$ cat config.mk
export PLATFORM = sky130hd
export DESIGN_NAME = debounce_bank
export DESIGN_NICKNAME = d
export VERILOG_FILES = /design/src/rtl/debounce_bank.sv
export SDC_FILE = /design/constraint.sdc
export NUM_CORES = 1
export LEC_CHECK = 0
export ABC_AREA = 1
export BUFFER_PORTS_ARGS = -buffer_cell sky130_fd_sc_hd__buf_4
export CAP_MARGIN = 20
export CORE_UTILIZATION = 25
export DETAILED_ROUTE_END_ITERATION = 12
export GPL_ROUTABILITY_DRIVEN = 0
export MAX_ROUTING_LAYER = met4
export PLACE_DENSITY = 0.45
export SYNTH_ARGS = -nofsm -noshare
export SYNTH_HDL_FRONTEND = slang
export SYNTH_SLANG_ARGS = --single-unit
export TNS_END_PERCENT = 30
$ cat constraint.sdc
create_clock -name clk -period 3 [get_ports clk]
set_input_delay 0.15 -clock clk [delete_from_list [all_inputs] [get_ports clk]]
set_output_delay 0.15 -clock clk [all_outputs]
set_load 0.02 [all_outputs]
$ cat src/rtl/debounce_bank.sv
// debounce_bank: multi-channel push-button conditioner.
// Each channel synchronises its raw input and filters bounce with a
// stability counter. It produces a clean level plus one-cycle rise and
// fall strobes.
// Ports:
//   clk        system clock, all state on rising edge
//   rst_n      asynchronous active-low reset
//   btn_in     raw asynchronous button inputs, bit i = channel i
//   btn_level  debounced level (registered)
//   btn_rise   one-cycle pulse when btn_level goes 0->1 (registered)
//   btn_fall   one-cycle pulse when btn_level goes 1->0 (registered)
module debounce_bank #(
  parameter int unsigned CHANNELS      = 4,
  parameter int unsigned SYNC_STAGES   = 2,
  parameter int unsigned STABLE_CYCLES = 1000000
) (
  input  logic                clk,
  input  logic                rst_n,
  input  logic [CHANNELS-1:0] btn_in,
  output logic [CHANNELS-1:0] btn_level,
  output logic [CHANNELS-1:0] btn_rise,
  output logic [CHANNELS-1:0] btn_fall
);

  localparam int unsigned CNT_W = $clog2(STABLE_CYCLES + 1);
  localparam logic [CNT_W-1:0] CNT_LAST = CNT_W'(STABLE_CYCLES - 1);

  logic [CHANNELS-1:0] sync_q [SYNC_STAGES];
  logic [CHANNELS-1:0] sync_c;
  logic [CNT_W-1:0]    cnt_q  [CHANNELS];
  logic [CNT_W-1:0]    cnt_d  [CHANNELS];
  logic [CHANNELS-1:0] level_d;
  logic [CHANNELS-1:0] rise_d;
  logic [CHANNELS-1:0] fall_d;

  // Synchroniser chain; stage 0 samples the raw pins.
  always_ff @(posedge clk or negedge rst_n) begin
    if (!rst_n) begin
      for (int unsigned s = 0; s < SYNC_STAGES; s++) sync_q[s] <= '0;
    end else begin
      sync_q[0] <= btn_in;
      for (int unsigned s = 1; s < SYNC_STAGES; s++) sync_q[s] <= sync_q[s-1];
    end
  end

  assign sync_c = sync_q[SYNC_STAGES-1];

  // Stability filter: count consecutive disagreements, flip on the last one.
  // Any agreement clears the count, so short pulses never reach the level.
  always_comb begin
    cnt_d   = cnt_q;
    level_d = btn_level;
    rise_d  = '0;
    fall_d  = '0;
    for (int unsigned i = 0; i < CHANNELS; i++) begin
      if (sync_c[i] == btn_level[i]) begin
        cnt_d[i] = '0;
      end else if (cnt_q[i] == CNT_LAST) begin
        cnt_d[i]   = '0;
        level_d[i] = sync_c[i];
        rise_d[i]  = sync_c[i];
        fall_d[i]  = ~sync_c[i];
      end else begin
        cnt_d[i] = cnt_q[i] + CNT_W'(1);
      end
    end
  end

  // Filter state and registered outputs.
  always_ff @(posedge clk or negedge rst_n) begin
    if (!rst_n) begin
      for (int unsigned i = 0; i < CHANNELS; i++) cnt_q[i] <= '0;
      btn_level <= '0;
      btn_rise  <= '0;
      btn_fall  <= '0;
    end else begin
      cnt_q     <= cnt_d;
      btn_level <= level_d;
      btn_rise  <= rise_d;
      btn_fall  <= fall_d;
    end
  end

endmodule

Yosys cells after proc, flatten, opt, wreduce, memory -nomap -nowiden
Index checks and enable logic that the tools add are counted.

word-level totals
  register bits = 100
  input port bits = 6
  output and inout port bits = 12
  word-level logic and storage cells = 60

cells by class
  add/sub/neg operators = 4
  equal/unequal tests = 8
  muxes and demuxes = 24
  bitwise gates (word level) = 8
  reduce and logical (&&, ||, !) cells = 4

operators by type and width
  operator                                        number
  two-way mux 20 bit                              8
  adder 20 x 1 -> 20 bit (second input constant)  4
  == test 20 bit (second input constant)          4
  two-way mux 1 bit                               16
  inverter 1 bit                                  8
  AND reduction 2 bit                             4
  == test 1 bit                                   4

Longest topological paths before layout
  depth in word-level cells = 3
  gate-level depth with buffers = 9
  mapped depth without buffers = 9

Worst setup path after synthesis
No wires, ideal clock.

  path type = reg-to-reg
  start point = register btn_level[0]
  end point = register cnt_q[78] (netlist name)
  setup time = 0.121 ns
  arrival time = 1.209 ns
  required time = 2.879 ns
  slack = 1.670 ns
  stages on the path, launching flop included = 7
  buffers on the path = 0
  period minus slack after synthesis = 1.330 ns
  cell sequence = dfrtp_1 > inv_1 > nor2_1 > nor2_2 > inv_1 > nand2_2 > nor2_1

RTL lines
  element                 line  source
  from (decl)             20    output logic [CHANNELS-1:0] btn_level,
  from (signal assigned)  78    btn_level <= level_d;
  to (signal assigned)    77    cnt_q <= cnt_d;
  to (decl)               30    logic [CNT_W-1:0] cnt_q [CHANNELS];

==> impl_metrics.env <==
export IMPL_slew_viol_final=0
export IMPL_grt_overflow=0
export IMPL_postSynthCellCount=648
export IMPL_vdd_drop_max_mv=0.255
export IMPL_synth_top_cell_area_share_pct=47.8
export IMPL_timing_final_crit_share_pct=51.1
export IMPL_final_nets=693
export IMPL_synth_common_cells="nor2_1 (168), nand2_1 (110), dfrtp_1 (100), inv_1 (57), nand3_1 (49)"
export IMPL_portBuffers=17
export IMPL_skew_ns=0.00889
export IMPL_antennaDiodeCount=0
export IMPL_cp_startpoint="btn_level[1]$_DFFE_PN0P_"
export IMPL_synth_area_um2=5240
export IMPL_routed_wl_mm=10.9
export IMPL_clock_root_buffer="clkbuf_16"
export IMPL_yosys_area_top_type="dfrtp_1"
export IMPL_ios=18
export IMPL_synth_most_common_cell="nor2_1"
export IMPL_syn_nets=658
export IMPL_final_antenna_net_count=0
export IMPL_dr_pass1_iters=4
export IMPL_setup_ws_ns=1.47
export IMPL_grt_pass1_vias=3846
export IMPL_grt_met3_usage_pct=2.61
export IMPL_grt_use_total_pct=11.5
export IMPL_min_period_ns=1.53
export IMPL_synth_main_ff_cell="dfrtp_1"
export IMPL_synth_enable_flop_cells=0
export IMPL_critical_path_buf_inv_count=2
export IMPL_drc_errors=0
export IMPL_clk_pin_slew_worst_paths_ns=0.07
export IMPL_grtUsageMet1_pct=15.5
export IMPL_critical_path_cell_count=6
export IMPL_num_rows=52
export IMPL_vias_per_cell=4.17
export IMPL_critPathSlowestCell="dfrtp_1"
export IMPL_syn_avg_cell_area_um2=8.09
export IMPL_crit_fanout=10
export IMPL_maxCapViolations=0
export IMPL_path_cells="inv_1 > nor2_1 > nor2_2 > inv_1 > nand2_4 > nor2_1"
export IMPL_clock_latency_ns=0.35
export IMPL_synth_seq_area_share_pct=47.8
export IMPL_ys_ff_latch=100
export IMPL_crit_required_ns=3.24
export IMPL_setup_viol=0
export IMPL_clockBufferDepth=2
export IMPL_synthTopCellsByArea="dfrtp_1 (48%), nor2_1 (12%), nand2_1 (7.9%)"
export IMPL_arrival_ns=1.77
export IMPL_tritoncts="yes"
export IMPL_critPathTopFamily="simple AND/OR/NAND/NOR gates"
export IMPL_fp_dieH_um=147
export IMPL_setup_worst_path_class="flop to flop"
export IMPL_hold_viol=0
export IMPL_worstMarginPinSlew_ns=0.579
export IMPL_ys_types=27
export IMPL_fin_util_pct=29.9
export IMPL_setup_worst_path_start_class="flop"
export IMPL_syn_to_final_growth_pct=16.3
export IMPL_vias=3994
export IMPL_grt_busiest_layer="met2"
export IMPL_dp_hpwl_mm=7.81
export IMPL_drtIter0Drc=288
export IMPL_hp_class="primary input to async pin"
export IMPL_core_um2=20400
export IMPL_end_kind="flop"
export IMPL_placed_area_um2=5740
export IMPL_cpPeakStageDelay_ns=0.41
export IMPL_htreeDepth=3
export IMPL_ys_async_sr_fraction_pct=100
export IMPL_fmax_mhz=652
export IMPL_wl_per_cell_um=11.4
export IMPL_start_util_pct=25.7
export IMPL_die_w_um=147
export IMPL_drive_gt1_share_pct=14.2
export IMPL_final_setup_tns_ns=0
export IMPL_worstReg2RegStart="btn_level[1]$_DFFE_PN0P_"
export IMPL_grt_setup_unrepaired="no"
export IMPL_antenna_found_initial=0
export IMPL_fin_area_um2=6090
export IMPL_leakagePower_nw=2.55
export IMPL_cts_buffers=9
export IMPL_power_density_nw_per_um2=442
export IMPL_slew_headroom_pct=61.4
export IMPL_die_area_um2=21500
export IMPL_clock_sinks=100
export IMPL_grt_max_degree=59
export IMPL_status="finished clean"
export IMPL_use_met2_pct=17.1
export IMPL_grt_pass1_wl_mm=19.2
export IMPL_reg2reg_depth=6
export IMPL_place_ws_ns=1.42
export IMPL_yosysWarnings=0
-- worst paths after layout --
| path | to | slack [ns] |
|---|---|---|
| max in group asynchronous | cnt_q[52]$_DFF_PN0_ | 1.95 |
| hold reg to reg | sync_c[1]$_DFF_PN0_ | 0.35 |
| setup reg to reg | cnt_q[45]$_DFF_PN0_ | 1.47 |
| hold / removal | cnt_q[36]$_DFF_PN0_ | 0.33 |
| setup / recovery | cnt_q[45]$_DFF_PN0_ | 1.47 |
| min in group clk | sync_c[1]$_DFF_PN0_ | 0.35 |
-- layer usage --
layer  part of all wire [%]  vias to the layer above  wire length [µm]
met2                     44                       41              4850
met3                    2.8                       10               304
met1                     52                     1829              5640
met4                    1.2                        0               136
met5                      0                        -                 0
li1                       -                     2114                 -
-- power by group --
| part | leakage [nW] | total [W] | switching, W | internal (W) |
|---|---|---|---|---|
| Clock | 0.153 | 0.00121 | 0.000552 | 0.000663 |
| Combinational | 1.02 | 0.0000999 | 0.0000681 | 0.0000318 |
| Sequential | 1.37 | 0.00138 | 0.0000141 | 0.00137 |
| Total | 2.55 | 0.00269 | 0.000634 | 0.00206 |
-- worst register-to-register path: stages, from the launching register on --
cell	delay [ns]
dfrtp_1	0.41
inv_1	0.10
nor2_1	0.05
nor2_2	0.39
inv_1	0.23
nand2_4	0.18
nor2_1	0.06
-- cell usage in the layout (no fill, tap or decap), types with 2 or more instances in the layout --
cell type / count
nor2_2: 21
xor2_1: 22
nand3_4: 2
nand2_2: 13
nand2_1: 110
nand3_1: 49
nand2_4: 2
inv_6: 3
ha_1: 4
nor2_4: 12
nand3b_1: 3
buf_4: 19
xnor2_1: 17
dfrtp_1: 100
clkbuf_16: 9
dlygate4sd3_1: 5
inv_1: 57
o21ai_0: 5
nand4_1: 14
nor2_1: 168
a21oi_1: 14
inv_2: 3
o21bai_1: 3
o21ai_1: 3
nor3_1: 14
nand3_2: 7
-- cell type report --
type	instances	area, µm²
Fill cell	2183	14300
Multi-Input combinational cell	487	2510
Sequential cell	100	2500
Tap cell	270	338
Clock buffer	9	225
Inverter	60	225
Timing Repair Buffer	25	213
Clock inverter	7	81.3
-- logic make-up (layout without fill, tap and decap cells) --
group | Yosys count | count (layout) | share of synthesized area [%]
adder cells (fa/ha/maj) | 4 | 4 | 0.955
AND/OR/NAND/NOR | 418 | 418 | 37.6
AO/OA/AOI/OAI | 26 | 26 | 2.84
flip-flops | 100 | 100 | 47.8
XOR/XNOR | 39 | 39 | 6.52
buffers and inverters | 61 | 101 | 4.37
-- state kept, by name, indices dropped and copies added (netlist names) --
signal and cells:
sync_c 4, sync_q 4, btn_level 4, btn_fall 4
cnt_q 80, btn_rise 4
-- stage by stage --
stage / hold slack [ns] / cells / total power [W]
after CTS: 0.354 / 958 / 0.00276
after global placement: 0.197 / 937 / 0.00151
after floorplan: -0.146 / 648 / 0.00145
after detailed placement: 0.202 / 937 / 0.00151
final: 0.334 / 958 / 0.00269
after global routing: 0.357 / 958 / 0.00282
-- repair_timing --
item | CTS | global route
hold buffers | 5 | 0
setup buffers | 0 | 0
endpoints found under the hold margin | 46 | 0
gates resized for setup | 0 | 0
Power figures use the tool's default switching activity.
